### src/rtl/spi_pkg.sv
// Shared definitions for the SPI master controller: FSM state encoding,
// frame geometry, field offsets and the frame-assembly helper.
package spi_pkg;

    localparam int FRAME_W  = 14;
    localparam int ADDR_W   = 5;
    localparam int DATA_W   = 8;

    // Bit offsets of each field inside the LSB-first frame
    localparam int RW_POS   = 0;
    localparam int ADDR_POS = 1;
    localparam int DATA_POS = 6;

    localparam logic [3:0] LAST_BIT   = 4'(FRAME_W - 1);
    localparam logic [3:0] FIRST_DATA = 4'(DATA_POS);

    typedef enum logic [2:0] {
        ST_IDLE  = 3'd0,
        ST_SETUP = 3'd1,
        ST_SHIFT = 3'd2,
        ST_HOLD  = 3'd3,
        ST_DONE  = 3'd4
    } state_t;

    // Read frames carry zeros in the data field; the slave drives MISO there.
    function automatic logic [FRAME_W-1:0] build_frame(
        input logic              rw,
        input logic [ADDR_W-1:0] addr,
        input logic [DATA_W-1:0] wdata
    );
        logic [FRAME_W-1:0] f;
        f = '0;
        f[RW_POS] = rw;
        f[ADDR_POS +: ADDR_W] = addr;
        f[DATA_POS +: DATA_W] = rw ? wdata : '0;
        return f;
    endfunction

endpackage

### src/rtl/spi_sclk_gen.sv
// Half-period timer for the SPI master. Counts HALF clk cycles per phase
// while running; in the shift state it also alternates SCLK high/low phases
// and emits strobes for the SCLK rise, SCLK fall and end of each bit.
module spi_sclk_gen #(
    parameter int HALF = 2
) (
    input  logic clk,
    input  logic rst,
    input  logic clr,
    input  logic run,
    input  logic shift,
    output logic sclk,
    output logic half_end,
    output logic rise,
    output logic fall,
    output logic bit_end
);

    localparam logic [7:0] HALF_LAST = 8'(HALF - 1);

    logic [7:0] half_cnt_reg;
    logic       phase_reg;   // 0 = SCLK high half, 1 = SCLK low half

    // Half-period counter and SCLK phase; cleared on every FSM state entry
    always_ff @(posedge clk or negedge rst) begin
        if (!rst) begin
            half_cnt_reg <= 8'd0;
            phase_reg    <= 1'b0;
        end else if (clr) begin
            half_cnt_reg <= 8'd0;
            phase_reg    <= 1'b0;
        end else if (run) begin
            if (half_cnt_reg == HALF_LAST) begin
                half_cnt_reg <= 8'd0;
                if (shift) begin
                    phase_reg <= ~phase_reg;
                end
            end else begin
                half_cnt_reg <= half_cnt_reg + 8'd1;
            end
        end
    end

    assign half_end = run && (half_cnt_reg == HALF_LAST);
    assign sclk     = shift && !phase_reg;
    // rise marks the first clk cycle with SCLK high; fall marks the last one
    assign rise     = sclk && (half_cnt_reg == 8'd0);
    assign fall     = sclk && half_end;
    assign bit_end  = shift && phase_reg && half_end;

endmodule

### src/rtl/spi_master_ctrl.sv
// SPI mode-0 master issuing 14-bit LSB-first register frames
// (rw, addr[4:0], wdata[7:0]) and capturing 8 bits of read data.
// Optional feature macro: SPI_MASTER_BURST_EN -- when defined, a start in
// the DONE cycle chains straight into the next frame with CS held low.
module spi_master_ctrl
    import spi_pkg::*;
#(
    parameter int HALF = 2
) (
    input  logic              clk,
    input  logic              rst,
    input  logic              start,
    input  logic              rw,
    input  logic [ADDR_W-1:0] addr,
    input  logic [DATA_W-1:0] wdata,
    input  logic              MISO,
    output logic              SCLK,
    output logic              MOSI,
    output logic              CS,
    output logic              busy,
    output logic              done,
    output logic [DATA_W-1:0] rdata
);

    state_t              state_reg;
    state_t              state_next;
    logic [FRAME_W-1:0]  shift_reg;
    logic [DATA_W-1:0]   rx_reg;
    logic [DATA_W-1:0]   rdata_reg;
    logic [3:0]          bit_cnt_reg;
    logic                rw_reg;

    logic accept;
    logic state_entry;
    logic gen_sclk;
    logic half_end;
    logic rise;
    logic fall;
    logic bit_end;

`ifdef SPI_MASTER_BURST_EN
    assign accept = start && ((state_reg == ST_IDLE) || (state_reg == ST_DONE));
`else
    assign accept = start && (state_reg == ST_IDLE);
`endif

    assign state_entry = (state_next != state_reg);

    spi_sclk_gen #(
        .HALF (HALF)
    ) u_sclk_gen (
        .clk      (clk),
        .rst      (rst),
        .clr      (state_entry),
        .run      ((state_reg == ST_SETUP) || (state_reg == ST_SHIFT) || (state_reg == ST_HOLD)),
        .shift    (state_reg == ST_SHIFT),
        .sclk     (gen_sclk),
        .half_end (half_end),
        .rise     (rise),
        .fall     (fall),
        .bit_end  (bit_end)
    );

    // FSM state register
    always_ff @(posedge clk or negedge rst) begin
        if (!rst) begin
            state_reg <= ST_IDLE;
        end else begin
            state_reg <= state_next;
        end
    end

    // FSM next-state logic
    always_comb begin
        state_next = state_reg;
        case (state_reg)
            ST_IDLE:  if (accept) state_next = ST_SETUP;
            ST_SETUP: if (half_end) state_next = ST_SHIFT;
            ST_SHIFT: if (bit_end && (bit_cnt_reg == LAST_BIT)) state_next = ST_HOLD;
            ST_HOLD:  if (half_end) state_next = ST_DONE;
            ST_DONE:  state_next = accept ? ST_SETUP : ST_IDLE;
            default:  state_next = ST_IDLE;
        endcase
    end

    // FSM outputs; MOSI is the low bit of the frame shifter while CS is low
    always_comb begin
        CS   = 1'b1;
        SCLK = 1'b0;
        MOSI = 1'b0;
        busy = 1'b0;
        done = 1'b0;
        case (state_reg)
            ST_SETUP, ST_SHIFT, ST_HOLD: begin
                CS   = 1'b0;
                SCLK = gen_sclk;
                MOSI = shift_reg[0];
                busy = 1'b1;
            end
            ST_DONE: begin
                busy = 1'b1;
                done = 1'b1;
`ifdef SPI_MASTER_BURST_EN
                CS   = !start;
`endif
            end
            default: ;
        endcase
    end

    // Bit counter: advances at each bit end, cleared on every state entry
    always_ff @(posedge clk or negedge rst) begin
        if (!rst) begin
            bit_cnt_reg <= 4'd0;
        end else if (state_entry) begin
            bit_cnt_reg <= 4'd0;
        end else if (bit_end) begin
            bit_cnt_reg <= bit_cnt_reg + 4'd1;
        end
    end

    // Frame shifter: loaded on accept, advanced as SCLK falls so MOSI only
    // changes on falling transitions
    always_ff @(posedge clk or negedge rst) begin
        if (!rst) begin
            shift_reg <= '0;
            rw_reg    <= 1'b0;
        end else if (accept) begin
            shift_reg <= build_frame(rw, addr, wdata);
            rw_reg    <= rw;
        end else if (fall) begin
            shift_reg <= {1'b0, shift_reg[FRAME_W-1:1]};
        end
    end

    // MISO capture on SCLK rise for data bits; first data bit ends in rx[0]
    always_ff @(posedge clk or negedge rst) begin
        if (!rst) begin
            rx_reg <= '0;
        end else if (rise && (bit_cnt_reg >= FIRST_DATA)) begin
            rx_reg <= {MISO, rx_reg[DATA_W-1:1]};
        end
    end

    // Read data publishes on entry to DONE so it is valid with the done pulse
    always_ff @(posedge clk or negedge rst) begin
        if (!rst) begin
            rdata_reg <= '0;
        end else if ((state_reg == ST_HOLD) && (state_next == ST_DONE) && !rw_reg) begin
            rdata_reg <= rx_reg;
        end
    end

    assign rdata = rdata_reg;

endmodule
### config.mk
export PLATFORM = sky130hd
export DESIGN_NAME = spi_master_ctrl
export DESIGN_NICKNAME = d
export VERILOG_FILES = /design/src/rtl/spi_pkg.sv /design/src/rtl/spi_sclk_gen.sv /design/src/rtl/spi_master_ctrl.sv
export SDC_FILE = /design/constraint.sdc
export NUM_CORES = 1
export LEC_CHECK = 0
export CAP_MARGIN = 25
export CELL_PAD_IN_SITES_DETAIL_PLACEMENT = 0
export CELL_PAD_IN_SITES_GLOBAL_PLACEMENT = 1
export CORE_ASPECT_RATIO = 0.9
export CORE_MARGIN = 2
export CORE_UTILIZATION = 40
export CTS_CLUSTER_DIAMETER = 100
export CTS_CLUSTER_SIZE = 10
export DETAILED_ROUTE_END_ITERATION = 8
export HOLD_SLACK_MARGIN = 0.1
export PLACE_DENSITY_LB_ADDON = 0.25
export SYNTH_ARGS = -nofsm -noshare
export SYNTH_HDL_FRONTEND = slang
export SYNTH_SLANG_ARGS = --single-unit
### constraint.sdc
create_clock -name clk -period 3.3 [get_ports clk]
set_clock_uncertainty 0.15 [all_clocks]
set_input_delay 0.99 -clock clk [delete_from_list [all_inputs] [get_ports clk]]
set_output_delay 0.99 -clock clk [all_outputs]
set_load 0.02 [all_outputs]
==> impl_metrics.yaml, run 1 <==
status:
  status: "finished, final reports clean"
logic_synthesis:
  synth_area_per_cell_sq_um: 10.7
  synth_compound_area_frac: 0.0343
  syn_nets: 246
  synthArstFlopShare: 1.00
  synth_top_family_by_area: "simple AND/OR/NAND/NOR gates"
  ys_top_cells_by_area: "dfrtp_1 (50%), mux2_2 (10%), nand2_1 (6.3%)"
  seq_area_frac_synth: 0.497
  yosysMostFrequentCell: "dfrtp_1"
  synth_warnings: 0
  synth_cell_type_count: 36
  synth-simple-area-share: 0.214
  synthAdderAreaFrac: 0.0317
  synth_mux_area_frac: 0.151
  synth_xor_area_frac: 0.0370
  ys.flop_type: "dfrtp_1"
  synth_edf_count: 0
  ys_ff_latch: 47
  syn_inst: 222
  synth_area_sq_um: 2370
  synth_top_cell_area_share: 0.497
  synth_commonest_cells: "dfrtp_1 (47), nand2_1 (40), mux2_2 (21)"
  yosys.area.top_type: "dfrtp_1"
sta:
  setup_violations: 0
  tightest_slew_ns: 0.713
  finalCritPeriodShare: 0.976
  rsz0062_at_grt: "false"
  timing.fmax_mhz: 310
  hold_viol_final: 0
  worst_slack_ns: 0.0794
  finalSetupTns_ns: 0
  slew-limit-headroom: 0.524
  slew_viol_final: 0
  whs_ns: 0.331
  fin_crit_ns: 3.22
critical_path:
  required_ns: 2.16
  crit_path_start: "state_reg[0]$_DFF_PN0_"
  end_kind: "primary output"
  crit_fanout: 12
  slowest_delay_ns: 0.60
  cpMaxStageDelayCell: "clkdlybuf4s50_1"
  arrival_ns: 2.08
  cp-start-kind: "flip-flop"
  worstSetupPathType: "reg2out"
  worstPathCellList: "nor3b_1, nand2b_1, inv_1, clkdlybuf4s50_1"
  r2r-start: "u_sclk_gen.half_cnt_reg[3]$_DFFE_PN0P_"
floorplanning:
  io_pins: 31
  start_util: 0.416
  core-area_sq_um: 5690
  dieWidth_um: 85.1
  rows: 26
  dieArea_sq_um: 6550
  die_h_um: 77
routing:
  routed_via_density: 5.05
  wl_per_cell_um: 13.7
  drt_first_pass_iters: 4
  vias: 1642
  finalWirelength_um: 4460
  wl_met1_um: 2330
  drtIter0Drc: 121
  drc: 0
  routed-wl-met3_um: 116
  top_layer: "met4"
  dr_wl_met2_um: 1980
  ant_nets: 0
cells_and_area:
  postLayoutCellArea_sq_um: 2860
  utilization: 0.502
  largest_reg_flops: 14
  area_growth_pct: 20.6
  nNetsFinal: 278
  diodes: 0
  drive_gt1_frac: 0.208
clocking:
  clkTransAtPathRegs_ns: 0.08
  clock_path_buffers: 2
  cts-htree-levels: 2
  clk_latency_ns: 0.30
  numCtsBuffers: 5
  cts_tree: "yes"
  cts_sinks: 47
  post_cts_buffers: 0
  cts_root_buf: "clkbuf_8"
pwr:
  leakage_nw: 1.38
  p_per_area_nw_per_um2: 366
  ir_drop_mv: 0.188
run:
  drv_cap: 0
place:
  place.gp.congestion: 0.736
  dpl_cell_area_sq_um: 2740
  dp_hpwl_um: 3110
  port_buffers: 30
  dp_slack_ns: 0.315
grt:
  grt_max_degree: 25
  grtUsageTotal: 0.148
  antenna_found_initial: 0
  grt_pass1_wl_um: 7840
  grt_pass1_vias: 1654
  overflow: 0
min_path:
  hold_start: "rw_reg$_DFFE_PN0P_"
  hp-class: "reg2reg"
## layout by cell type (no fill, tap or decap), types with 2 or more instances in the layout
master,n
or3_1,2
clkdlybuf4s50_1,29
o21ai_0,5
ha_1,6
mux2_2,21
xnor2_1,5
dfrtp_1,46
nor2_1,16
nand4_1,8
mux2_4,8
buf_4,6
xor2_1,5
or2_2,2
nand3_1,13
nand2_1,40
clkbuf_8,5
and3_1,2
nor4bb_1,2
a21oi_1,5
inv_1,8
## worst paths after layout
kind	to	slack (ns)	depth (start not counted)
setup / recovery	SCLK	0.08	4
hold / removal	rw_reg$_DFFE_PN0P_	0.33	2
setup reg to reg	shift_reg[6]$_DFFE_PN0P_	0.79	4
hold reg to reg	rw_reg$_DFFE_PN0P_	0.33	2
max in group asynchronous	state_reg[1]$_DFF_PN0_	2.14	2
min in group asynchronous	bit_cnt_reg[3]$_DFFE_PN0P_	0.34	1
## cell type report
type / instances / area (sq um)
flip-flops and latches: 47 / 1180
multi-input cells: 156 / 1110
clock inverters: 3 / 43.8
inverters: 8 / 30.0
fillers: 522 / 2840
clock buffers: 5 / 68.8
repair buffers: 36 / 340
well taps: 70 / 87.6
## cell families after synthesis
group | Yosys count
buffers and inverters | 19
AO/OA/AOI/OAI | 14
multiplexers | 29
AND/OR/NAND/NOR | 97
flip-flops | 47
adder cells (fa/ha/maj) | 6
XOR/XNOR | 10
## per-stage QoR
stage	std cells	total power, mW
floorplan	222	0.604
global placement	317	0.640
detailed placement	317	0.640
CTS	325	1.06
global route	325	1.09
finish	325	1.05
## critical path, delay by kind of cell (launching register included)
kind / cells / cell delay [ns]
DFF: 1 / 0.55
and+or+nand+nor: 2 / 0.55
buffers and inverters: 2 / 0.69
## metal layers
layer	global-route usage	up-vias
li1	-	821
met1	0.213	790
met2	0.225	27
met3	0.0301	4
met4	0.0429	0
met5	0	-
## where the power goes
| group | switching, mW | leakage, nW | internal, mW |
|---|---|---|---|
| Sequential | 0.00353 | 0.610 | 0.581 |
| Clock | 0.193 | 0.0581 | 0.226 |
| Combinational | 0.0182 | 0.709 | 0.0247 |
## what timing repair did
action	CTS	global route
setup endpoints to repair	0	1
hold buffers	0	0
gates resized for setup	0	1
(Power assumes the default switching activity.)
==> run 2, diff against run 1 <==
--- a/config.mk
+++ b/config.mk
@@ -10,7 +10,7 @@
 export CELL_PAD_IN_SITES_GLOBAL_PLACEMENT = 1
 export CORE_ASPECT_RATIO = 0.9
 export CORE_MARGIN = 2
-export CORE_UTILIZATION = 40
+export CORE_UTILIZATION = 43
 export CTS_CLUSTER_DIAMETER = 100
 export CTS_CLUSTER_SIZE = 10
 export DETAILED_ROUTE_END_ITERATION = 8
==> constraint.sdc (replaced) <==
create_clock -name clk -period 3.5 [get_ports clk]
set_clock_uncertainty 0.15 [all_clocks]
set_input_delay 1.05 -clock clk [delete_from_list [all_inputs] [get_ports clk]]
set_output_delay 1.05 -clock clk [all_outputs]
set_load 0.02 [all_outputs]
==> impl_metrics.yaml, run 2 (synthesis results as in run 1) <==
routing:
  drtIter0Drc: 75
  vias: 1659
  drt_first_pass_iters: 4
  routed_via_density: 5.15
  drc: 0
  finalWirelength_um: 4610
  ant_nets: 0
  wl_per_cell_um: 14.3
clocking:
  cts_tree: "yes"
  clock_path_buffers: 2
  cts_root_buf: "clkbuf_8"
  clkTransAtPathRegs_ns: 0.09
  cts-resized-gates: 0
  cts_sinks: 47
  clk_latency_ns: 0.30
  cts-htree-levels: 2
  numCtsBuffers: 5
  post_cts_buffers: 0
  ctsHoldBuffers: 0
sta:
  rsz0062_at_grt: "false"
  fin_crit_ns: 3.33
  worst_slack_ns: 0.171
  finalSetupTns_ns: 0
  whs_ns: 0.335
  hold_viol_final: 0
  setup_violations: 0
  tightest_slew_ns: 0.738
  slew_viol_final: 0
  finalCritPeriodShare: 0.951
  timing.fmax_mhz: 300
  slew-limit-headroom: 0.508
floorplanning:
  die_h_um: 74.4
  dieArea_sq_um: 6120
  start_util: 0.448
  dieWidth_um: 82.2
  io_pins: 31
  core-area_sq_um: 5290
  rows: 25
cells_and_area:
  regArea_sq_um: 1180
  final_cell_mix: "dfrtp_1 (47), nand2_1 (40), clkdlybuf4s50_1 (29)"
  n_fill_cell: 491
  drive_gt1_frac: 0.204
  area_growth_pct: 20.5
  largest_reg_flops: 14
  nNetsFinal: 278
  multi_input_area_sq_um: 1110
  diodes: 0
  final_common_cell: "dfrtp_1"
  utilization: 0.540
critical_path:
  r2r_cells: 4
  r2r-start: "u_sclk_gen.half_cnt_reg[3]$_DFFE_PN0P_"
  r2r-end: "shift_reg[10]$_DFFE_PN0P_"
  ff2ff_setup_slack_ns: 0.98
  cp-start-kind: "flip-flop"
  crit_fanout: 12
  arrival_ns: 2.13
  worstSetupPathType: "reg2out"
  end_kind: "primary output"
  required_ns: 2.30
pwr:
  power_frac_clock: 0.408
  p_comb_frac: 0.040
  cellInternalPower_mw: 0.787
  p_per_area_nw_per_um2: 350
  ir_drop_mv: 0.299
  leakage_nw: 1.38
  net-switching-power_mw: 0.212
  p_seq_frac: 0.552
  p_sw_frac: 0.212
place:
  place.gp.congestion: 0.750
  dp_slack_ns: 0.490
  dp_hpwl_um: 3180
  port_buffers: 30
grt:
  grt_pass1_vias: 1607
  overflow: 0
  grt_max_degree: 25
  grtUsageMet2: 0.245
  grt_pass1_wl_um: 7760
  met1_usage: 0.250
  grt_util_met3: 0.0413
  grtUsageTotal: 0.169
  top_usage_layer: "met1"
  antenna_found_initial: 0
min_path:
  min_path_cells: 2
  hp-class: "reg2reg"
  hold_start: "rw_reg$_DFFE_PN0P_"
  whs_endpoint: "rw_reg$_DFFE_PN0P_"
run:
  drv_cap: 0
status:
  status: "finished, final reports clean"
[run 2: worst max-delay path by stage]
stage          slack (ns)              startpoint  cells past startpoint                         to
4_1_cts              0.19  state_reg[0]$_DFF_PN0_                      4                       SCLK
5_1_grt              0.04  state_reg[0]$_DFF_PN0_                      4                       SCLK
2_1_floorplan        0.91                   start                      5  shift_reg[10]$_DFFE_PN0P_
3_5_place_dp         0.49                   start                      4  shift_reg[10]$_DFFE_PN0P_
3_3_place_gp         0.52                   start                      4  shift_reg[10]$_DFFE_PN0P_
6_report             0.17  state_reg[0]$_DFF_PN0_                      4                       SCLK
[run 2: power groups by stage]
stage | Sequential [mW] | Combinational [mW] | Clock, mW
3_5_place_dp | 0.562 | 0.0413 | 0
6_report | 0.551 | 0.0401 | 0.408
2_1_floorplan | 0.561 | 0.00829 | 0
5_1_grt | 0.552 | 0.0451 | 0.444
3_3_place_gp | 0.562 | 0.0409 | 0
4_1_cts | 0.551 | 0.0416 | 0.420
[run 2: per-layer routing]
layer	vias to the layer above	part of all wire
met2	35	0.42
met3	5	0.051
met4	0	0.0078
met1	798	0.53
li1	821	-
met5	-	0
[run 2: layout make-up]
type                            instances  share of cell area
Inverter                                8              0.0105
Sequential cell                        47               0.412
Tap cell                               67              0.0294
Multi-Input combinational cell        156               0.388
Timing Repair Buffer                   36               0.119
Clock inverter                          3              0.0167
Clock buffer                            5              0.0241
[run 2: metrics by stage]
| step | power [mW] | instances | instance area [sq um] |
|---|---|---|---|
| finish | 0.999 | 322 | 2860 |
| global route | 1.04 | 322 | 2860 |
| CTS | 1.01 | 322 | 2860 |
| detailed placement | 0.603 | 314 | 2740 |
| global placement | 0.603 | 314 | 2740 |
| floorplan | 0.569 | 222 | 2370 |
[run 2: critical path: stages (launching register included)]
cell and delay (ns):
dfrtp_1 0.53, nor3b_1 0.40, nand2b_1 0.21, inv_1 0.09, clkdlybuf4s50_1 0.59
==> run 3, diff against run 2 <==
--- a/config.mk
+++ b/config.mk
@@ -5,12 +5,13 @@
 export SDC_FILE = /design/constraint.sdc
 export NUM_CORES = 1
 export LEC_CHECK = 0
+export ABC_AREA = 1
 export CAP_MARGIN = 25
 export CELL_PAD_IN_SITES_DETAIL_PLACEMENT = 0
 export CELL_PAD_IN_SITES_GLOBAL_PLACEMENT = 1
 export CORE_ASPECT_RATIO = 0.9
 export CORE_MARGIN = 2
-export CORE_UTILIZATION = 43
+export CORE_UTILIZATION = 42
 export CTS_CLUSTER_DIAMETER = 100
 export CTS_CLUSTER_SIZE = 10
 export DETAILED_ROUTE_END_ITERATION = 8
==> impl_metrics.yaml, run 3 <==
logic_synthesis:
  ys_ff_latch: 47
  synthArstFlopShare: 1.00
  yosys.area.top_type: "dfrtp_1"
  ys_top_cells_by_area: "dfrtp_1 (48%), nand2_1 (8.4%), nor2_4 (5.9%)"
  synth_area_sq_um: 2470
  yosysMostFrequentCell: "nand2_1"
  seq_area_frac_synth: 0.476
  synth_commonest_cells: "nand2_1 (55), dfrtp_1 (47), inv_1 (31)"
  syn_inst: 274
  synth_cell_type_count: 33
  ys.flop_type: "dfrtp_1"
  synth_warnings: 0
  syn_nets: 298
  synth_area_per_cell_sq_um: 9.01
  synth_top_cell_area_share: 0.476
  synth_edf_count: 0
routing:
  vias: 1791
  finalWirelength_um: 4410
  drc: 0
  routed_via_density: 4.74
  ant_nets: 0
  drt_first_pass_iters: 4
  wl_per_cell_um: 11.7
  drtIter0Drc: 110
sta:
  slew-limit-headroom: 0.597
  slew_viol_final: 0
  fin_crit_ns: 3.14
  rsz0062_at_grt: "false"
  finalSetupTns_ns: 0
  tightest_slew_ns: 0.604
  timing.fmax_mhz: 318
  finalCritPeriodShare: 0.898
  hold_viol_final: 0
  setup_violations: 0
cells_and_area:
  multi_input_area_sq_um: 1100
  n_fill_cell: 545
  area_growth_pct: 19.3
  largest_reg_flops: 14
  regArea_sq_um: 1180
  nNetsFinal: 331
  stdcell_count: 378
  final_common_cell: "nand2_1"
  final_cell_mix: "nand2_1 (55), dfrtp_1 (47), inv_1 (31)"
  drive_gt1_frac: 0.182
  diodes: 0
critical_path:
  r2r-start: "u_sclk_gen.half_cnt_reg[1]$_DFFE_PN0P_"
  slowest_delay_ns: 0.59
  worstSetupPathType: "reg2out"
  required_ns: 2.30
  arrival_ns: 1.94
  cpMaxStageDelayCell: "clkdlybuf4s50_1"
  crit_fanout: 11
  worstPathCellList: "inv_2, nand2_2, nor2_1, inv_1, nand2_1, clkdlybuf4s50_1"
  cp-start-kind: "flip-flop"
  crit_path_start: "state_reg[0]$_DFF_PN0_"
  end_kind: "primary output"
  path_buf_inv: 3
  crit_family: "buffers and inverters"
grt:
  grt_pass1_vias: 1773
  antenna_found_initial: 0
  overflow: 0
  grt_max_degree: 48
  grtUsageTotal: 0.150
  grt_pass1_wl_um: 7980
clocking:
  numCtsBuffers: 5
  ctsHoldBuffers: 0
  cts-htree-levels: 2
  clkTransAtPathRegs_ns: 0.09
  clk_latency_ns: 0.30
  cts_sinks: 47
  post_cts_buffers: 0
  clock_path_buffers: 2
  cts_root_buf: "clkbuf_8"
  cts_tree: "yes"
  cts-resized-gates: 0
floorplanning:
  dieWidth_um: 84.8
  die_h_um: 76.7
  core-area_sq_um: 5690
  rows: 26
  io_pins: 31
  dieArea_sq_um: 6510
  start_util: 0.434
pwr:
  leakage_nw: 1.33
  ir_drop_mv: 0.219
  p_per_area_nw_per_um2: 338
place:
  port_buffers: 30
  dp_hpwl_um: 3090
  place.gp.congestion: 0.738
  place_inst: 370
min_path:
  hp-class: "reg2reg"
  hold_start: "rdata[0]$_DFFE_PN0P_"
status:
  status: "finished, final reports clean"
run:
  drv_cap: 0
## run 3: cell types whose count changed after synthesis, sizes merged, moves of 4 or more
cell,change
inv,+26
mux2,-27
nand2,+23
nand3,+5
nand4,-5
nor2,+18
o21ai,+30
xnor2,-4
## run 3: path summary, 6_finish.rpt
path,endpoint,slack (ns),depth (start not counted)
min in group asynchronous,rx_reg[4]$_DFFE_PN0P_,0.67,2
hold / removal,rdata[0]$_DFFE_PN0P_,0.33,2
max in group asynchronous,u_sclk_gen.half_cnt_reg[2]$_DFFE_PN0P_,2.11,2
hold reg to reg,rdata[0]$_DFFE_PN0P_,0.33,2
setup / recovery,busy,0.36,6
setup reg to reg,u_sclk_gen.half_cnt_reg[6]$_DFFE_PN0P_,1.20,11
## run 3: report_power, final
group	switching, mW	internal, mW	total [mW]
combinational	0.0189	0.0191	0.0380
sequential	0.00209	0.547	0.549
clock	0.193	0.215	0.408
## run 3: metal layers
metal / global-route usage / routed length [um] / vias up / share of wire
met5: 0 / 0 / - / 0
met4: 0.0381 / 21 / 0 / 0.0048
met3: 0.0452 / 153 / 5 / 0.035
met2: 0.226 / 1980 / 20 / 0.45
met1: 0.213 / 2260 / 833 / 0.51
li1: - / - / 933 / -
## run 3: cell type report
cell class	instances	area share
Clock buffer	5	0.0234
Clock inverter	3	0.0157
Inverter	34	0.0433
Multi-Input combinational cell	184	0.375
Sequential cell	47	0.399
Tap cell	70	0.0297
Timing Repair Buffer	35	0.113
## run 3: cell families (layout without fill, tap and decap cells)
family          count (synthesis)  count (layout)  share of synthesized area
xor+xnor                        6               6                     0.0213
fa+ha+maj                       6               6                     0.0304
mux                             2               2                    0.00912
buf+inv                        43              77                     0.0760
compound gates                 46              46                      0.108
flops                          47              47                      0.476
simple gates                  124             124                      0.279
## run 3: worst min-delay path, cell delays in order, from the launching register on
cell and delay (ns):
dfrtp_1 0.35, nand2_1 0.05, nand2_1 0.05
## run 3: metrics by stage
step	hold WS, ns	util	power [mW]	area (sq um)	worst slack (ns)
final	0.330	0.517	0.995	2940	0.359
after global placement	0.307	0.497	0.599	2830	0.577
after global routing	0.357	0.517	1.04	2940	0.172
after detailed placement	0.313	0.497	0.599	2830	0.589
after CTS	0.336	0.517	1.01	2940	0.346
after floorplan	0.303	-	0.567	2470	0.976
